--- src/rtl/mem_store_buffer_if.sv ---
// Store-buffer bus bundle: MEM-stage store request, same-cycle load probe, DM write port.
// Latency: none (wires only).
// Backpressure: st_valid/st_ready on the store side; ld_conflict asks the MEM stage to stall.
// Ports (slave = buffer side):
//   st_valid/st_ready/st_addr/st_data/st_type/st_pc  store request from MEM stage
//   ld_valid/ld_addr/ld_type -> ld_hit/ld_data/ld_conflict  load forwarding probe
//   dm_we/dm_addr/dm_data/dm_type/dm_pc  drain into the data memory write port
//   sb_empty  no pending stores
interface mem_store_buffer_if;
  logic        st_valid;
  logic        st_ready;
  logic [31:0] st_addr;
  logic [31:0] st_data;
  logic        st_type;
  logic [31:0] st_pc;

  logic        ld_valid;
  logic [31:0] ld_addr;
  logic        ld_type;
  logic        ld_hit;
  logic [31:0] ld_data;
  logic        ld_conflict;

  logic        dm_we;
  logic [31:0] dm_addr;
  logic [31:0] dm_data;
  logic [1:0]  dm_type;
  logic [31:0] dm_pc;

  logic        sb_empty;

  modport slave (
    input  st_valid, st_addr, st_data, st_type, st_pc,
    output st_ready,
    input  ld_valid, ld_addr, ld_type,
    output ld_hit, ld_data, ld_conflict,
    output dm_we, dm_addr, dm_data, dm_type, dm_pc,
    output sb_empty
  );

  modport master (
    output st_valid, st_addr, st_data, st_type, st_pc,
    input  st_ready,
    output ld_valid, ld_addr, ld_type,
    input  ld_hit, ld_data, ld_conflict,
    input  dm_we, dm_addr, dm_data, dm_type, dm_pc,
    input  sb_empty
  );
endinterface

--- src/rtl/mem_store_buffer.sv ---
// FIFO store buffer in front of the data memory; forwards pending store data to same-cycle loads.
// Latency: a store accepted at edge N can drive dm_we from the cycle after edge N; no empty bypass.
// Backpressure: st_ready drops when full (even if draining); drain pauses while a load owns DM.
// Ports:
//   clk   clock, all state on posedge
//   rst   asynchronous active-low reset
//   bus   mem_store_buffer_if.slave (store request, load probe, DM write port, sb_empty)
module mem_store_buffer #(
  parameter int DEPTH = 4,
  parameter int AW    = 12
) (
  input logic               clk,
  input logic               rst,
  mem_store_buffer_if.slave bus
);

  localparam int PW = (DEPTH > 1) ? $clog2(DEPTH) : 1;
  localparam int CW = PW + 1;
  localparam logic [CW-1:0] FULL = CW'(DEPTH);

  typedef struct packed {
    logic [31:0] addr;
    logic [31:0] data;
    logic        is_byte;
    logic [31:0] pc;
  } entry_t;

  entry_t        ent [DEPTH];
  logic [PW-1:0] head;
  logic [PW-1:0] tail;
  logic [CW-1:0] count;

  logic          st_ready;
  logic          push;
  logic          drain;

  logic          fwd_found;
  entry_t        fwd_ent;
  logic [PW-1:0] scan_idx;

  logic          ld_hit;
  logic          ld_conflict;
  logic [31:0]   ld_data;

  // Upper load address bits do not take part in matching (DM aliases them).
  logic          unused_ld_addr;
  assign unused_ld_addr = ^bus.ld_addr[31:AW];

  // Readiness comes from the registered count only, so a full buffer never
  // accepts a push on the strength of a same-cycle drain.
  assign st_ready = (count != FULL);
  assign push     = bus.st_valid && st_ready;

  // Scan oldest to youngest; the last match seen is the youngest one.
  always_comb begin
    fwd_found = 1'b0;
    fwd_ent   = '0;
    scan_idx  = '0;
    for (int i = 0; i < DEPTH; i++) begin
      scan_idx = head + PW'(i);
      if ((CW'(i) < count) &&
          (ent[scan_idx].addr[AW-1:2] == bus.ld_addr[AW-1:2])) begin
        fwd_found = 1'b1;
        fwd_ent   = ent[scan_idx];
      end
    end
  end

  always_comb begin
    ld_hit      = 1'b0;
    ld_conflict = 1'b0;
    ld_data     = '0;
    if (bus.ld_valid && fwd_found) begin
      if (!fwd_ent.is_byte) begin
        ld_hit = 1'b1;
        if (!bus.ld_type) begin
          ld_data = fwd_ent.data;
        end else begin
          ld_data = {24'b0, fwd_ent.data[{bus.ld_addr[1:0], 3'b000} +: 8]};
        end
      end else if (bus.ld_type && (fwd_ent.addr[1:0] == bus.ld_addr[1:0])) begin
        ld_hit  = 1'b1;
        ld_data = {24'b0, fwd_ent.data[7:0]};
      end else begin
        // Partial overlap: only DM can merge it, so the load must wait for the drain.
        ld_conflict = 1'b1;
      end
    end
  end

  // A served or non-overlapping load uses the DM address port this cycle.
  // A conflicting load must let the drain run or it would never resolve.
  assign drain = (count != '0) && (!bus.ld_valid || ld_conflict);

  assign bus.st_ready    = st_ready;
  assign bus.sb_empty    = (count == '0);
  assign bus.ld_hit      = ld_hit;
  assign bus.ld_conflict = ld_conflict;
  assign bus.ld_data     = ld_data;

  assign bus.dm_we   = drain;
  assign bus.dm_addr = drain ? ent[head].addr : '0;
  assign bus.dm_data = drain ? ent[head].data : '0;
  assign bus.dm_type = drain ? {1'b0, ent[head].is_byte} : 2'b00;
  assign bus.dm_pc   = drain ? ent[head].pc : '0;

  always_ff @(posedge clk or negedge rst) begin
    if (!rst) begin
      head  <= '0;
      tail  <= '0;
      count <= '0;
      for (int i = 0; i < DEPTH; i++) begin
        ent[i] <= '0;
      end
    end else begin
      if (push) begin
        ent[tail].addr    <= bus.st_addr;
        ent[tail].data    <= bus.st_data;
        ent[tail].is_byte <= bus.st_type;
        ent[tail].pc      <= bus.st_pc;
        tail              <= tail + 1'b1;
      end
      if (drain) begin
        head <= head + 1'b1;
      end
      case ({push, drain})
        2'b10:   count <= count + 1'b1;
        2'b01:   count <= count - 1'b1;
        default: count <= count;
      endcase
    end
  end

endmodule

--- src/flat_wrapper.sv ---
// flat-port wrapper written by rule: the top's interface ports become plain ports
module mem_store_buffer_flat 
#(
  parameter int DEPTH = 4,
  parameter int AW    = 12
)
  (clk, rst, bus_st_valid, bus_st_addr, bus_st_data, bus_st_type, bus_st_pc, bus_st_ready, bus_ld_valid, bus_ld_addr, bus_ld_type, bus_ld_hit, bus_ld_data, bus_ld_conflict, bus_dm_we, bus_dm_addr, bus_dm_data, bus_dm_type, bus_dm_pc, bus_sb_empty);
  mem_store_buffer_if bus_i ();
  input logic clk;
  input logic rst;
  input wire logic [$bits(bus_i.st_valid)-1:0] bus_st_valid;
  input wire logic [$bits(bus_i.st_addr)-1:0] bus_st_addr;
  input wire logic [$bits(bus_i.st_data)-1:0] bus_st_data;
  input wire logic [$bits(bus_i.st_type)-1:0] bus_st_type;
  input wire logic [$bits(bus_i.st_pc)-1:0] bus_st_pc;
  output wire logic [$bits(bus_i.st_ready)-1:0] bus_st_ready;
  input wire logic [$bits(bus_i.ld_valid)-1:0] bus_ld_valid;
  input wire logic [$bits(bus_i.ld_addr)-1:0] bus_ld_addr;
  input wire logic [$bits(bus_i.ld_type)-1:0] bus_ld_type;
  output wire logic [$bits(bus_i.ld_hit)-1:0] bus_ld_hit;
  output wire logic [$bits(bus_i.ld_data)-1:0] bus_ld_data;
  output wire logic [$bits(bus_i.ld_conflict)-1:0] bus_ld_conflict;
  output wire logic [$bits(bus_i.dm_we)-1:0] bus_dm_we;
  output wire logic [$bits(bus_i.dm_addr)-1:0] bus_dm_addr;
  output wire logic [$bits(bus_i.dm_data)-1:0] bus_dm_data;
  output wire logic [$bits(bus_i.dm_type)-1:0] bus_dm_type;
  output wire logic [$bits(bus_i.dm_pc)-1:0] bus_dm_pc;
  output wire logic [$bits(bus_i.sb_empty)-1:0] bus_sb_empty;
  assign bus_i.st_valid = bus_st_valid;
  assign bus_i.st_addr = bus_st_addr;
  assign bus_i.st_data = bus_st_data;
  assign bus_i.st_type = bus_st_type;
  assign bus_i.st_pc = bus_st_pc;
  assign bus_st_ready = bus_i.st_ready;
  assign bus_i.ld_valid = bus_ld_valid;
  assign bus_i.ld_addr = bus_ld_addr;
  assign bus_i.ld_type = bus_ld_type;
  assign bus_ld_hit = bus_i.ld_hit;
  assign bus_ld_data = bus_i.ld_data;
  assign bus_ld_conflict = bus_i.ld_conflict;
  assign bus_dm_we = bus_i.dm_we;
  assign bus_dm_addr = bus_i.dm_addr;
  assign bus_dm_data = bus_i.dm_data;
  assign bus_dm_type = bus_i.dm_type;
  assign bus_dm_pc = bus_i.dm_pc;
  assign bus_sb_empty = bus_i.sb_empty;
  mem_store_buffer #(.DEPTH(DEPTH), .AW(AW)) u_core (.clk(clk), .rst(rst), .bus(bus_i));
endmodule
--- config.mk ---
export PLATFORM = sky130hd
export DESIGN_NAME = mem_store_buffer_flat
export DESIGN_NICKNAME = d
export VERILOG_FILES = /design/src/rtl/mem_store_buffer_if.sv /design/src/rtl/mem_store_buffer.sv /design/src/flat_wrapper.sv
export SDC_FILE = /design/constraint.sdc
export NUM_CORES = 1
export LEC_CHECK = 0
export CELL_PAD_IN_SITES_DETAIL_PLACEMENT = 0
export CELL_PAD_IN_SITES_GLOBAL_PLACEMENT = 1
export CORE_UTILIZATION = 50
export DETAILED_ROUTE_END_ITERATION = 8
export PLACE_DENSITY = 0.86
export SYNTH_ARGS = -nofsm -noshare
export SYNTH_HDL_FRONTEND = slang
export SYNTH_SLANG_ARGS = --single-unit
--- constraint.sdc ---
create_clock -name clk -period 9.7 [get_ports clk]
set_input_delay 1.94 -clock clk [delete_from_list [all_inputs] [get_ports clk]]
set_output_delay 1.94 -clock clk [all_outputs]
set_load 0.005 [all_outputs]
==> flow_summary.yaml <==
run_status:
  status: "finished clean"
placement:
  dp_hpwl_um: 40400
  place.port_buffers: 247
  dpl.cell_count: 2726
  place_congestion: 0.920
synth:
  synth_xor_xnor_area_share_pct: 1.63
  synth-edff-count: 0
  synthArstFlopShare_pct: 100
  synth.area.top_cells: "dfrtp_1 (42%), mux2_2 (21%), mux4_2 (11%)"
  synth_flop_cell: "dfrtp_1"
  yosys_warnings: 0
  synth_simple_gate_area_share_pct: 9.07
  synth_mux_area_share_pct: 35.3
  synthCells: 2008
  synth_area_leader_cell: "dfrtp_1"
  synth_top_family_by_area: "multiplexers"
  ys_types: 70
  synth_most_common_cell: "mux2_2"
  ys_seq_area_share_pct: 41.9
  syn-num-nets: 2150
  synth_compound_area_share_pct: 8.13
  synth_fa_ha_area_share_pct: 0.424
  synth_top_area_share_pct: 41.9
  synth_common_cells: "mux2_2 (438), dfrtp_1 (395), nor2_1 (149)"
  synth-seq-cells: 395
  synth.cell_area_um2: 23600
  synth_area_per_cell_um2: 11.7
timing:
  relSlewSlack_pct: 27.6
  fin_crit_sh_pct: 88.9
  fin_crit_ps: 8620
  whs_ps: 498
  fin_tns_setup_ps: 0
  final.setup_skew_ps: 21.1
  hold_viol: 0
  rsz0062_at_grt: "no"
  finalMaxSlewViolations: 0
  fmax_mhz: 116
  tightest_slew_ps: 1090
  setup_violations: 0
worst_setup_path:
  cp-end-kind: "output port"
  criticalPathCategory: "in -> out"
  crit_fanout: 46
  startpoint_type: "input pin"
  worstPathArrival_ps: 6680
  reg2regPathDepth: 15
  required_ps: 7760
global_route:
  grt_pass1_wl_um: 99800
  grt.met3_usage_pct: 6.06
  antenna_found_initial: 6
  grt_max_degree: 142
  met2_usage_pct: 43.5
  grtUsageTotal_pct: 26.7
  grtUsageMet1_pct: 35.1
  overflow: 0
  grt_busiest_layer: "met2"
  grt_pass1_vias: 17659
route:
  drc: 0
  dr.pass1.iters: 6
  routed_wirelength_um: 63000
  vias: 17268
  via_per_inst: 6.15
  drtAntennaViolNets: 0
  wire_per_inst_um: 22.4
  drtIter0Drc: 1412
floorplan:
  ios: 269
  start_util_pct: 50.7
  die-area_um2: 48000
  die_x_um: 219
  die-height_um: 219
  rows: 79
  core_area_um2: 46600
finish:
  fillers: 3790
  final-seq-area_um2: 9890
  nets: 2307
  post-route-util_pct: 59.9
  multi_input_area_um2: 12900
  drive_above_1_share_pct: 31.0
  final_cells: 2809
  syn_to_final_growth_pct: 18.1
power:
  power_w: 0.00976
  power.leakage_nw: 11.2
  powerDensity_nw_per_um2: 350
  peakVddDrop_v: 0.000238
hold_path:
  hp-class: "reg -> reg"
  hold_path_depth: 1
clocking:
  clkTransAtPathRegs_ps: 60
  cts_tree: "done"
  cts_sinks: 395
  clock_latency_ps: 580
  htree_num_levels: 2
  ctsResizeCount: 0
  ctsHoldBuffers: 0
  cts_root_buf: "clkbuf_16"
  cts_setup_buffers: 0
  numCtsBuffers: 44
  clk_path_buf_depth: 3
job:
  max_cap_viol_count: 0
[flip-flops by register name, summed over array words and instances, names as in the netlist]
name          count
u_core.count      3
u_core.tail       2
u_core.ent      388
u_core.head       2
[logic make-up (layout without fill, tap and decap cells)]
group	after synthesis	in the layout
XOR/XNOR	44	44
AND/OR/NAND/NOR	431	431
flip-flops	395	395
multiplexers	635	635
other	1	3
AO/OA/AOI/OAI	313	313
buffers and inverters	181	373
adder cells (fa/ha/maj)	8	8
[where the power goes]
part           leakage (nW)  internal [W]  switching, W
Combinational          5.77       0.00272       0.00215
Sequential             4.68       0.00250      0.000675
Clock                 0.725       0.00103      0.000686
Total                  11.2       0.00625       0.00351
[worst paths after layout]
check / startpoint / end / slack [ps]
setup / recovery: bus_ld_addr[5] / bus_dm_data[2] / 1080
hold / removal: u_core.ent[99] / u_core.ent[99] / 500
setup reg to reg: u_core.head[0] / u_core.count[2] / 4210
hold reg to reg: u_core.ent[99] / u_core.ent[99] / 500
max in group asynchronous: rst / u_core.head[1] / 6780
min in group asynchronous: rst / u_core.ent[169] / 1360
[per-stage QoR]
step	setup slack (ps)	area (um^2)
floorplan	3070	23600
global placement	1190	26400
detailed placement	1190	26400
CTS	1180	27900
global route	792	27900
finish	1080	27900
[layout by cell type (no fill, tap or decap), types with 12 or more instances in the layout]
cell,n
a221oi_1,23
and3_1,17
buf_4,29
mux2_2,438
clkbuf_16,45
mux4_2,114
a21oi_1,114
mux2i_1,82
and2_1,71
nor3_1,24
inv_1,12
o21ai_0,91
nor2_1,149
or3_1,16
xnor2_1,41
dfrtp_1,393
nand2_1,98
clkdlybuf4s50_1,246
[layout make-up]
type | instances | area share, %
flip-flops and latches | 395 | 35.5
diodes | 2 | 0.0180
well taps | 607 | 2.73
repair buffers | 278 | 9.82
inverters | 14 | 0.189
multi-input cells | 1432 | 46.4
clock buffers | 64 | 4.62
clock inverters | 17 | 0.727
[worst max-delay path, cell delays in order]
cell and delay (ps):
clkdlybuf4s50_1 710, xnor2_1 200, nor4_1 560, mux2_2 290, and3_2 610, nor4_1 160, o41ai_2 440, mux2_2 400
o21ai_2 180, inv_2 220, buf_12 260, and2_1 170, clkdlybuf4s50_1 520
[per-layer routing]
layer	wire length [um]	share of wire [%]
met5	57	0.090
met4	1630	2.6
met3	4240	6.7
met2	30400	48
met1	26700	42
(Power assumes the default switching activity.)
